$ cat config.mk
export PLATFORM = sky130hd
export DESIGN_NAME = alu_rr_arbiter
export DESIGN_NICKNAME = d
export VERILOG_FILES = /design/src/rtl/alu_rr_arbiter.sv
export SDC_FILE = /design/constraint.sdc
export NUM_CORES = 1
export LEC_CHECK = 0
export CORE_ASPECT_RATIO = 1.25
export CORE_MARGIN = 2
export CORE_UTILIZATION = 33
export DETAILED_ROUTE_END_ITERATION = 8
export PLACE_DENSITY = 0.86
export SLEW_MARGIN = 10
export SYNTH_ARGS = -nofsm -noshare
export SYNTH_HDL_FRONTEND = slang
export SYNTH_SLANG_ARGS = --single-unit
$ cat constraint.sdc
create_clock -name clk -period 2.49 [get_ports clk]
set_input_delay 0.3735 -clock clk [delete_from_list [all_inputs] [get_ports clk]]
set_output_delay 0.3735 -clock clk [all_outputs]
set_load 0.05 [all_outputs]
$ cat src/rtl/alu_rr_arbiter.sv
// Round-robin arbiter sharing one combinational 16-bit ALU adder among NREQ requesters, with a one-entry response buffer.
// Latency: a request accepted on edge N shows its result on rsp_* right after edge N; one add can be issued per cycle.
// Backpressure: grants stop while the buffer is FULL and rsp_ready is low; draining and accepting in the same cycle keeps full throughput.
module alu_rr_arbiter #(
    parameter int NREQ = 4,
    parameter int IDW  = 2
) (
    input  logic                 clk,
    input  logic                 rst_n,
    input  logic [NREQ-1:0]      req_valid,
    output logic [NREQ-1:0]      req_ready,
    input  logic [16*NREQ-1:0]   req_x,
    input  logic [16*NREQ-1:0]   req_y,
    output logic [15:0]          alu_x,
    output logic [15:0]          alu_y,
    input  logic [15:0]          alu_z,
    input  logic [4:0]           alu_flags,
    output logic                 rsp_valid,
    input  logic                 rsp_ready,
    output logic [IDW-1:0]       rsp_id,
    output logic [15:0]          rsp_z,
    output logic [4:0]           rsp_flags
);

    typedef enum logic {EMPTY = 1'b0, FULL = 1'b1} buf_state_t;

    buf_state_t            state_q, state_d;
    logic [IDW-1:0]        ptr_q;
    logic [IDW-1:0]        gnt_id;
    logic [NREQ-1:0]       gnt_oh;
    logic                  gnt_found;
    logic                  can_issue;
    logic                  accept;
    int                    cand;

    // The buffer can take a new result when empty, or when its current one leaves this cycle.
    // rst_n gates issue so nothing is granted while the block is held in reset.
    assign can_issue = (state_q == EMPTY) || rsp_ready;
    assign accept    = gnt_found && can_issue && rst_n;
    assign rsp_valid = (state_q == FULL);

    // Search from ptr upward with an explicit wrap so non-power-of-two NREQ works.
    always_comb begin
        gnt_found = 1'b0;
        gnt_id    = '0;
        gnt_oh    = '0;
        cand      = 0;
        for (int k = 0; k < NREQ; k++) begin
            cand = int'(ptr_q) + k;
            if (cand > NREQ - 1) begin
                cand = cand - NREQ;
            end
            for (int i = 0; i < NREQ; i++) begin
                if (!gnt_found && (i == cand) && req_valid[i]) begin
                    gnt_found = 1'b1;
                    gnt_id    = IDW'(i);
                    gnt_oh[i] = 1'b1;
                end
            end
        end
    end

    // Drive the winner's ready and operands; hold the ALU inputs at zero when nothing issues.
    always_comb begin
        req_ready = '0;
        alu_x     = '0;
        alu_y     = '0;
        if (accept) begin
            req_ready = gnt_oh;
            for (int i = 0; i < NREQ; i++) begin
                if (gnt_oh[i]) begin
                    alu_x = req_x[16*i +: 16];
                    alu_y = req_y[16*i +: 16];
                end
            end
        end
    end

    // Buffer occupancy: a new accept always leaves it FULL; a drain without accept empties it.
    always_comb begin
        state_d = state_q;
        case (state_q)
            EMPTY: if (accept) state_d = FULL;
            FULL: begin
                if (accept) begin
                    state_d = FULL;
                end else if (rsp_ready) begin
                    state_d = EMPTY;
                end
            end
            default: state_d = EMPTY;
        endcase
    end

    // Buffer state register.
    always_ff @(posedge clk or negedge rst_n) begin
        if (!rst_n) begin
            state_q <= EMPTY;
        end else begin
            state_q <= state_d;
        end
    end

    // Capture the ALU result with its requester tag and advance the pointer past the winner.
    always_ff @(posedge clk or negedge rst_n) begin
        if (!rst_n) begin
            rsp_z     <= '0;
            rsp_flags <= '0;
            rsp_id    <= '0;
            ptr_q     <= '0;
        end else if (accept) begin
            rsp_z     <= alu_z;
            rsp_flags <= alu_flags;
            rsp_id    <= gnt_id;
            if (gnt_id == IDW'(NREQ - 1)) begin
                ptr_q <= '0;
            end else begin
                ptr_q <= gnt_id + 1'b1;
            end
        end
    end

endmodule

==> results.py, run 1 <==
metrics = {
    "run_status": {
        "outcome": "complete, but fails checks",
        "violations": "setup timing",
    },
    "setup_path": {
        "start_kind": "primary input",
        "rrSetupSlack_ps": 750,
        "crit_buf_inv": 4,
        "rr_worst_depth": 6,
        "slowest_delay_ps": 590,
        "regToRegStartpoint": "ptr_q[0]$_DFFE_PN0P_",
        "critPathSlowestCell": "clkdlybuf4s50_1",
        "crit_top_cell": "buf_12",
        "path_max_fanout": 15,
        "path_cells": "clkdlybuf4s50_1 -> o31ai_4 -> a21oi_2 -> nand2b_4 -> buf_12 -> o32ai_2 -> buf_4 -> buf_12",
        "end_kind": "output pin",
        "critPathTopFamily": "buffers and inverters",
        "worst-setup-path-type": "in2out",
        "r2r_end": "rsp_id[1]$_DFFE_PN0P_",
        "critPathArrivalTime_ps": 2270,
        "cp_data_required_time_ps": 2120,
    },
    "drt": {
        "num_vias": 3112,
        "dr.pass1.iters": 4,
        "wl_per_cell_um": 25.0,
        "initialDrtViolationCount": 164,
        "via_per_inst": 5.57,
        "drc": 0,
        "antenna_left": 0,
        "wl_um": 14000,
    },
    "clocking": {
        "cts-root-buf": "clkbuf_8",
        "insertion_delay_ps": 280,
        "clk_transition_reported_paths_ps": 90,
        "cts_hold_buf": 0,
        "clockBufferDepth": 2,
        "htree_levels": 1,
        "cts_buffers": 3,
        "clock_sinks": 26,
        "cts_tree": "done",
    },
    "yosys": {
        "syn_inst": 236,
        "synthDistinctLibCells": 30,
        "synth_edf_count": 0,
        "syn_area_um2": 2250,
        "synth_seq_cells": 26,
        "synth_ff_type": "dfrtp_1",
        "ys_seq_area_share_pct": 29.0,
        "yosysWarnings": 0,
        "avgSynthCellArea_um2": 9.52,
        "synth_nets": 392,
        "synth_async_sr_flop_share_pct": 100,
    },
    "place": {
        "gp_congestion": 0.778,
        "dp_cells": 543,
        "port_buffers": 215,
        "dp_hpwl_um": 8380,
        "pre_cts_ws_ps": -358,
    },
    "hold_path": {
        "whs_endpoint": "rsp_z[11]$_DFFE_PN0P_",
        "hold_class": "reg2reg",
        "hold_start": "rsp_z[11]$_DFFE_PN0P_",
        "whs_path_depth": 1,
    },
    "floorplanning": {
        "die_h_um": 96.2,
        "core.rowCount": 33,
        "die_w_um": 77.8,
        "die_area_um2": 7490,
        "core-area_um2": 6570,
        "start_util_pct": 34.2,
        "pin_count": 216,
    },
    "timing": {
        "tightestPinTransition_ps": 579,
        "fmax_mhz": 378,
        "skew_ps": 7.97,
        "rsz0062_at_grt": "true",
        "setup_viol": 34,
        "finalHoldViolCount": 0,
        "fin_crit_ps": 2650,
        "fin_ws_ps": -155,
        "slew_viol_final": 0,
        "max_slew_margin_pct": 61.3,
        "period_share_pct": 106,
    },
    "global_route": {
        "globalRouteOverflowTotal": 0,
        "grt_max_degree": 30,
        "track_usage_pct": 29.1,
        "grt_pass1_wl_um": 16900,
        "antenna_found_initial": 0,
        "grt_pass1_vias": 3185,
    },
    "layout": {
        "stdcell_count": 559,
        "fin_nets": 630,
        "drive_gt1_share_pct": 40.9,
        "final_cell_mix": "clkdlybuf4s50_1, buf_12, inv_1",
        "layout_commonest_cell": "clkdlybuf4s50_1",
        "area_growth_pct": 164,
        "n_antenna_cell": 0,
    },
    "pwr": {
        "pwr-share-seq_pct": 16.6,
        "irDropWorstVdd_mv": 0.706,
        "sw_frac_of_total_pct": 45.4,
        "net-switching-power_uw": 1550,
        "power.leakage_uw": 0.00231,
        "pwr-share-clk_pct": 7.3,
        "p_comb_share_pct": 76.1,
        "p_int_uw": 1860,
        "power.density_nw_per_um2": 573,
    },
    "job": {
        "maxCapViolations": 0,
    },
}
[power groups by stage]
stage / clock network (uW) / logic (uW) / registers [uW]
floorplan: 0 / 891 / 783
global placement: 0 / 2040 / 550
detailed placement: 0 / 2080 / 559
CTS: 234 / 2200 / 550
global route: 263 / 2680 / 571
finish: 248 / 2590 / 564
[stage by stage]
step	hold slack (ps)	total power [uW]	area, um2	setup TNS [ps]	utilization [%]
floorplan	77.9	1670	2370	-2500	-
global placement	489	2590	5110	-5780	77.9
detailed placement	496	2640	5110	-7690	77.9
CTS	514	2990	5330	-38.6	81.2
global route	531	3510	5940	-3080	90.4
finish	515	3400	5940	-2680	90.4
[area by class of cell]
| class | instances | area (um2) |
|---|---|---|
| inverter | 37 | 141 |
| multi-input combinational | 147 | 1880 |
| tap | 87 | 109 |
| clock buffer | 3 | 41.3 |
| fill | 235 | 628 |
| timing repair buffer | 259 | 3110 |
| sequential | 26 | 653 |
[cells in the mapped netlist (3+ instances only)]
master,number,share of area [%]
a21oi_2,3,1.2
mux2_2,21,11
dfrtp_1,26,29
and2_1,4,1.1
o32ai_1,24,9.4
buf_4,5,1.7
o21ai_0,3,0.67
nor2_1,33,5.5
o32ai_2,8,5.8
buf_6,13,6.5
buf_2,7,1.6
a221oi_2,6,4.0
inv_1,36,6.0
a221oi_1,26,10
[how the worst max path moves through the flow]
| stage | from | cells after the start | endpoint |
|---|---|---|---|
| 2_1_floorplan | req_valid[2] | 8 | alu_x[5] |
| 3_5_place_dp | req_valid[0] | 9 | alu_x[5] |
| 5_1_grt | rst_n | 8 | alu_y[13] |
| 6_report | rst_n | 8 | alu_y[14] |
| 3_3_place_gp | req_valid[3] | 9 | alu_y[13] |
| 4_1_cts | ptr_q[1]$_DFFE_PN0P_ | 8 | alu_x[15] |
[metal layers]
metal | GRT usage, % | vias up | routed length (um)
met5 | 0 | - | 0
met4 | 7.89 | 0 | 312
met3 | 9.29 | 25 | 1180
met2 | 53.4 | 175 | 7650
met1 | 32.5 | 1547 | 4810
li1 | - | 1365 | -
[sequential cells by signal, indices dropped and copies added, names as in the netlist]
signal,cells
rsp_valid,1
rsp_flags,5
rsp_z,16
rsp_id,2
ptr_q,2
[cells by family (layout without fill, tap and decap cells)]
family	Yosys count	in the layout	share of synthesized area, %
mux	21	21	10.5
flops	26	26	29.0
simple gates	43	43	8.30
compound gates	83	83	36.1
buf+inv	63	299	16.1
[what timing repair did]
item                       CTS  global route
resized for setup           26            81
pin swaps                   13            15
cloned                       2             7
setup buffers                3             1
setup endpoints to repair   35            33
No activity file was read; power rests on OpenSTA's default activity.
==> inputs of run 2 (changes only) <==
--- a/config.mk
+++ b/config.mk
@@ -9,7 +9,9 @@
 export CORE_MARGIN = 2
 export CORE_UTILIZATION = 33
 export DETAILED_ROUTE_END_ITERATION = 8
+export HOLD_SLACK_MARGIN = 0.1
 export PLACE_DENSITY = 0.86
+export REMOVE_ABC_BUFFERS = 1
 export SLEW_MARGIN = 10
 export SYNTH_ARGS = -nofsm -noshare
 export SYNTH_HDL_FRONTEND = slang
==> results.py, run 2 <==
metrics = {
    "global_route": {
        "antenna_found_initial": 1,
        "grt_max_degree": 27,
    },
    "clocking": {
        "cts-root-buf": "clkbuf_8",
        "htree_levels": 1,
        "clockBufferDepth": 2,
        "clock_sinks": 26,
        "cts_hold_buf": 0,
        "cts_buffers": 3,
    },
    "place": {
        "port_buffers": 215,
        "dp_hpwl_um": 8610,
        "dpl-instance-area_um2": 5100,
        "dp_cells": 567,
        "gp_congestion": 0.903,
    },
    "run_status": {
        "stop_stage": "global routing",
        "firstError": "[ERROR DPL-0033] detailed placement checks failed during check placement.",
        "outcome": "aborted with a tool error",
    },
    "timing": {
        "postGrtWorstEndpoint": "alu_x[15]",
        "endpoint_type": "output port",
    },
    "floorplanning": {
        "pin_count": 216,
        "core.rowCount": 33,
        "die_h_um": 96.2,
        "die_w_um": 77.8,
        "start_util_pct": 34.2,
    },
    "yosys": {
        "synthDistinctLibCells": 30,
        "yosysWarnings": 0,
        "synth-compound-area-share_pct": 36.1,
        "syn_area_um2": 2250,
        "synth_edf_count": 0,
        "synth_fa_ha_area_share_pct": 0,
        "synth_seq_cells": 26,
        "synth_area_leader_cell": "dfrtp_1",
        "syn_inst": 236,
        "synth_xor_area_share_pct": 0,
        "ys_seq_area_share_pct": 29.0,
        "synth_ff_type": "dfrtp_1",
        "synth_common_cells": "inv_1, nor2_1, a221oi_1, dfrtp_1, o32ai_1",
        "synth.area.top_cells": "dfrtp_1, mux2_2, a221oi_1",
        "synth_top_area_share_pct": 29.0,
        "synth_async_sr_flop_share_pct": 100,
        "yosys.area_share.simple_pct": 8.30,
        "synth_top_family_by_area": "compound AO/OA/AOI/OAI gates",
        "avgSynthCellArea_um2": 9.52,
        "synth_most_common_cell": "inv_1",
        "synth_mux_area_share_pct": 10.5,
    },
}
run 2: cell counts after synthesis:
Identical to the previous run, type by type.
run 2: cells by family after synthesis:
| group | after synthesis |
|---|---|
| AO/OA/AOI/OAI | 83 |
| buffers and inverters | 63 |
| AND/OR/NAND/NOR | 43 |
| multiplexers | 21 |
| flip-flops | 26 |
run 2: what timing repair did:
item                                    CTS
setup buffers                            12
pin swaps                                20
endpoints found under the setup margin   35
gates resized for setup                  79
gates cloned                              4
run 2: metrics by stage:
| step | hold slack [ps] | setup slack, ps | TNS, ps |
|---|---|---|---|
| 4_1_cts | 517 | -22.8 | -205 |
| 3_5_place_dp | 497 | -353 | -8930 |
| 3_3_place_gp | 488 | -268 | -6590 |
| 2_1_floorplan | 77.9 | -1730 | -51370 |
==> inputs of run 3 (changes only) <==
--- a/config.mk
+++ b/config.mk
@@ -5,12 +5,10 @@
 export SDC_FILE = /design/constraint.sdc
 export NUM_CORES = 1
 export LEC_CHECK = 0
-export CORE_ASPECT_RATIO = 1.25
 export CORE_MARGIN = 2
-export CORE_UTILIZATION = 33
+export CORE_UTILIZATION = 30
 export DETAILED_ROUTE_END_ITERATION = 8
-export HOLD_SLACK_MARGIN = 0.1
-export PLACE_DENSITY = 0.86
+export PLACE_DENSITY_LB_ADDON = 0.15
 export REMOVE_ABC_BUFFERS = 1
 export SLEW_MARGIN = 10
 export SYNTH_ARGS = -nofsm -noshare
==> results.py, run 3 (synthesis results as in run 1) <==
metrics = {
    "setup_path": {
        "path_cells": "dlygate4sd2_1 -> or2_1 -> a21oi_4 -> buf_6 -> o21ai_4 -> buf_12 -> buf_4 -> clkbuf_16 -> nor2_1 -> o32ai_2 -> buf_12",
        "path_max_fanout": 6,
        "critPathArrivalTime_ps": 2320,
        "critPathTopFamily": "buffers and inverters",
        "start_kind": "primary input",
        "end_kind": "output pin",
        "slowest_delay_ps": 320,
        "worst-setup-path-type": "in2out",
        "rr_worst_depth": 6,
        "cp_data_required_time_ps": 2120,
        "regToRegStartpoint": "ptr_q[1]$_DFFE_PN0P_",
        "rrSetupSlack_ps": 910,
        "crit_top_cell": "buf_12",
        "critPathSlowestCell": "dlygate4sd2_1",
        "crit_buf_inv": 6,
        "r2r_end": "rsp_id[1]$_DFFE_PN0P_",
    },
    "timing": {
        "period_share_pct": 108,
        "max_slew_margin_pct": 65.5,
        "fin_tns_setup_ps": -2580,
        "fin_crit_ps": 2700,
        "timing.hold.ws_ps": 517,
        "rsz0062_at_grt": "true",
        "setup_viol": 31,
        "finalHoldViolCount": 0,
        "slew_viol_final": 0,
        "fin_ws_ps": -207,
        "fmax_mhz": 371,
        "skew_ps": 1.27,
        "tightestPinTransition_ps": 516,
    },
    "clocking": {
        "cts_hold_buf": 0,
        "cts_tree": "done",
        "insertion_delay_ps": 260,
        "cts-root-buf": "clkbuf_8",
        "clockBufferDepth": 2,
        "clk_transition_reported_paths_ps": 90,
        "cts_buffers": 3,
        "htree_levels": 1,
        "clock_sinks": 26,
    },
    "drt": {
        "dr.pass1.iters": 6,
        "wl_um": 13600,
        "drc": 0,
        "num_vias": 3201,
        "wl_per_cell_um": 23.7,
        "initialDrtViolationCount": 131,
        "antenna_left": 0,
        "via_per_inst": 5.59,
    },
    "hold_path": {
        "whs_endpoint": "rsp_z[5]$_DFFE_PN0P_",
        "hold_start": "rsp_z[5]$_DFFE_PN0P_",
        "hold_class": "reg2reg",
        "whs_path_depth": 1,
    },
    "layout": {
        "final_cell_mix": "clkdlybuf4s50_1, buf_12, inv_1",
        "stdcell_count": 573,
        "largest_reg_flops": 16,
        "area_growth_pct": 171,
        "fin_area_um2": 6080,
        "reg.largest.list": "rsp_z x16, rsp_flags x5",
        "top_register": "rsp_z",
        "layout_commonest_cell": "clkdlybuf4s50_1",
        "drive_gt1_share_pct": 40.8,
        "fin_nets": 630,
    },
    "global_route": {
        "antenna_found_initial": 1,
        "track_usage_pct": 26.6,
        "grt_max_degree": 27,
        "grt_pass1_vias": 3315,
        "grt_pass1_wl_um": 17400,
        "globalRouteOverflowTotal": 0,
    },
    "pwr": {
        "power.leakage_uw": 0.00232,
        "power.density_nw_per_um2": 582,
        "irDropWorstVdd_mv": 0.299,
    },
    "floorplanning": {
        "die_area_um2": 8190,
        "core.rowCount": 31,
        "die_w_um": 90.5,
        "die_h_um": 90.5,
        "pin_count": 216,
        "start_util_pct": 31.0,
        "core-area_um2": 7250,
    },
    "run_status": {
        "violations": "setup timing",
        "outcome": "complete, but fails checks",
    },
    "place": {
        "gp_congestion": 0.800,
        "port_buffers": 215,
        "dp_cells": 549,
        "dp_hpwl_um": 8060,
        "pre_cts_ws_ps": -372,
        "dpl-instance-area_um2": 4940,
    },
    "job": {
        "maxCapViolations": 0,
    },
}
==> run 3: per-stage QoR <==
stage	utilization, %	total power [uW]
after global placement	68.1	2510
final	83.8	3540
after floorplan	-	1520
after global routing	83.8	3670
after CTS	76.6	3200
after detailed placement	68.1	2540
==> run 3: report_power, final <==
| group | switching (uW) | internal (uW) | total (uW) |
|---|---|---|---|
| logic | 1370 | 1270 | 2640 |
| registers | 57.0 | 497 | 554 |
| clock network | 129 | 215 | 344 |
==> run 3: layout make-up <==
class	instances	area [um2]
timing repair buffer	259	3080
multi-input combinational	147	2010
fill	393	1180
sequential	26	653
inverter	37	141
tap	99	124
clock buffer	3	41.3
clock inverter	1	30.0
antenna	1	2.50
==> run 3: metal layers <==
layer / vias to the layer above / track usage [%] / share of wire, %
met2: 193 / 49.4 / 53
met4: 0 / 9.62 / 5.9
li1: 1383 / - / -
met3: 44 / 7.60 / 7.9
met5: - / 0 / 0
met1: 1581 / 28.4 / 34
==> run 3: worst max-delay path by stage <==
| stage | depth (start not counted) | to | from |
|---|---|---|---|
| 6_report | 11 | alu_y[15] | req_valid[0] |
| 5_1_grt | 11 | alu_y[15] | req_valid[0] |
| 4_1_cts | 9 | alu_x[6] | ptr_q[1]$_DFFE_PN0P_ |
| 3_5_place_dp | 8 | alu_x[12] | req_valid[1] |
| 3_3_place_gp | 9 | alu_y[7] | req_valid[2] |
| 2_1_floorplan | 3 | alu_x[7] | rsp_valid$_DFF_PN0_ |
==> run 3: timing repair <==
| item | CTS | global route |
|---|---|---|
| gates resized for setup | 65 | 67 |
| gates cloned | 4 | 2 |
| setup endpoints to repair | 32 | 32 |
| pin swaps | 24 | 22 |
| buffers inserted | 5 | 11 |
==> run 3: worst register-to-register path, cell delays in order (launching register included) <==
cell	delay (ps)
dfrtp_2	480
inv_4	110
a21oi_1	70
o221a_2	310
nand2b_4	180
buf_12	170
o22a_1	160
==> inputs of run 4 (changes only) <==
--- a/config.mk
+++ b/config.mk
@@ -6,7 +6,7 @@
 export NUM_CORES = 1
 export LEC_CHECK = 0
 export CORE_MARGIN = 2
-export CORE_UTILIZATION = 30
+export CORE_UTILIZATION = 28
 export DETAILED_ROUTE_END_ITERATION = 8
 export PLACE_DENSITY_LB_ADDON = 0.15
 export REMOVE_ABC_BUFFERS = 1
==> constraint.sdc (replaced) <==
create_clock -name clk -period 2.45 [get_ports clk]
set_input_delay 0.3675 -clock clk [delete_from_list [all_inputs] [get_ports clk]]
set_output_delay 0.3675 -clock clk [all_outputs]
set_load 0.005 [all_outputs]
==> results.py, run 4 (synthesis results as in run 1) <==
metrics = {
    "setup_path": {
        "rr_worst_depth": 9,
        "worst-setup-path-type": "in2out",
        "start_kind": "primary input",
        "critPathArrivalTime_ps": 2040,
        "regToRegStartpoint": "ptr_q[1]$_DFFE_PN0P_",
        "rrSetupSlack_ps": 720,
        "cp_data_required_time_ps": 2080,
        "end_kind": "output pin",
        "path_max_fanout": 18,
        "r2r_end": "ptr_q[1]$_DFFE_PN0P_",
    },
    "timing": {
        "rsz0062_at_grt": "true",
        "tightestPinTransition_ps": 313,
        "finalHoldViolCount": 0,
        "max_slew_margin_pct": 79.1,
        "slew_viol_final": 0,
        "fin_ws_ps": 46.8,
        "skew_ps": 3.11,
        "setup_viol": 0,
        "period_share_pct": 98.1,
        "timing.hold.ws_ps": 298,
        "fin_crit_ps": 2400,
        "fmax_mhz": 416,
    },
    "pwr": {
        "power.leakage_uw": 0.00210,
        "power.density_nw_per_um2": 457,
        "irDropWorstVdd_mv": 0.229,
    },
    "clocking": {
        "clock_sinks": 26,
        "clk_transition_reported_paths_ps": 80,
        "cts_buffers": 3,
        "cts-root-buf": "clkbuf_8",
        "insertion_delay_ps": 260,
        "cts_tree": "done",
        "clockBufferDepth": 2,
        "cts_hold_buf": 0,
        "htree_levels": 1,
    },
    "layout": {
        "layout_commonest_cell": "clkdlybuf4s50_1",
        "n_antenna_cell": 0,
        "fill_cells": 679,
        "reg.largest.list": "rsp_z x16, rsp_flags x5",
        "utilization_pct": 62.6,
        "area_growth_pct": 116,
        "top_register": "rsp_z",
        "fin_nets": 628,
        "drive_gt1_share_pct": 31.4,
        "final_cell_mix": "clkdlybuf4s50_1, inv_1, nor2_1",
        "largest_reg_flops": 16,
    },
    "drt": {
        "drc": 0,
        "wl_per_cell_um": 17.3,
        "via_per_inst": 5.03,
        "num_vias": 2880,
        "antenna_left": 0,
        "wl_um": 9940,
        "initialDrtViolationCount": 40,
        "dr.pass1.iters": 4,
    },
    "floorplanning": {
        "die_area_um2": 8750,
        "core.rowCount": 32,
        "pin_count": 216,
        "start_util_pct": 28.9,
        "die_w_um": 93.6,
        "die_h_um": 93.6,
        "core-area_um2": 7770,
    },
    "global_route": {
        "grt_pass1_vias": 3054,
        "track_usage_pct": 21.4,
        "globalRouteOverflowTotal": 0,
        "grt_pass1_wl_um": 14800,
        "antenna_found_initial": 0,
        "grt_max_degree": 27,
    },
    "place": {
        "dp_hpwl_um": 7590,
        "pre_cts_ws_ps": -643,
        "gp_congestion": 0.857,
        "port_buffers": 215,
    },
    "job": {
        "maxCapViolations": 0,
    },
    "hold_path": {
        "hold_class": "in2async",
    },
    "run_status": {
        "outcome": "finished clean",
    },
}
==> run 4: timing repair <==
| action | in CTS | in global routing |
|---|---|---|
| resized for setup | 96 | 72 |
| pin swaps | 7 | 21 |
| setup buffers | 10 | 2 |
| setup endpoints to repair | 36 | 35 |
| gates cloned | 2 | 1 |
==> run 4: final cells by class <==
| cell class | count | area, um2 | share of cell area (%) |
|---|---|---|---|
| repair buffers | 257 | 2490 | 51.2 |
| multi-input cells | 147 | 1400 | 28.7 |
| flip-flops and latches | 26 | 653 | 13.4 |
| inverters | 37 | 139 | 2.86 |
| well taps | 102 | 128 | 2.63 |
| clock buffers | 4 | 55.1 | 1.13 |
==> run 4: routing by layer <==
| layer | GRT usage (%) | vias up | share of wire [%] |
|---|---|---|---|
| met5 | 0 | - | 0 |
| met4 | 7.61 | 0 | 2.7 |
| met3 | 5.24 | 20 | 8.0 |
| met2 | 41.2 | 149 | 52 |
| met1 | 22.4 | 1345 | 37 |
| li1 | - | 1366 | - |
==> run 4: worst max path at each step <==
| stage | start | endpoint | slack (ps) | depth (start not counted) |
|---|---|---|---|---|
| 6_report | req_valid[3] | alu_y[11] | 50 | 9 |
| 3_5_place_dp | req_valid[2] | alu_y[15] | -640 | 8 |
| 5_1_grt | ptr_q[1]$_DFFE_PN0P_ | alu_x[4] | -80 | 10 |
| 2_1_floorplan | req_valid[0] | alu_x[7] | -610 | 5 |
| 3_3_place_gp | req_valid[2] | alu_y[15] | -580 | 8 |
| 4_1_cts | ptr_q[1]$_DFFE_PN0P_ | alu_x[3] | -10 | 9 |
==> run 4: metrics by stage <==
stage | cell area (um2) | TNS, ps | instances | total power [uW]
6_report | 4860 | 0 | 573 | 2220
5_1_grt | 4860 | -252 | 573 | 2350
4_1_cts | 4860 | -23.1 | 570 | 2200
2_1_floorplan | 2020 | -18660 | 210 | 1040
3_3_place_gp | 4600 | -18260 | 554 | 1840
3_5_place_dp | 4600 | -19990 | 554 | 1860
==> run 4: power by group <==
group / switching [uW] / internal (uW) / total [uW]
Sequential: 53.0 / 506 / 558
Combinational: 550 / 849 / 1400
Clock: 120 / 143 / 263
==> run 4: worst max-delay path, stage by stage <==
cell           delay, ps
dlygate4sd2_1        270
or2_1                250
a21oi_2              170
o21a_2               200
buf_12               110
buf_12               150
a221oi_1              70
o32ai_1              280
clkbuf_2             170
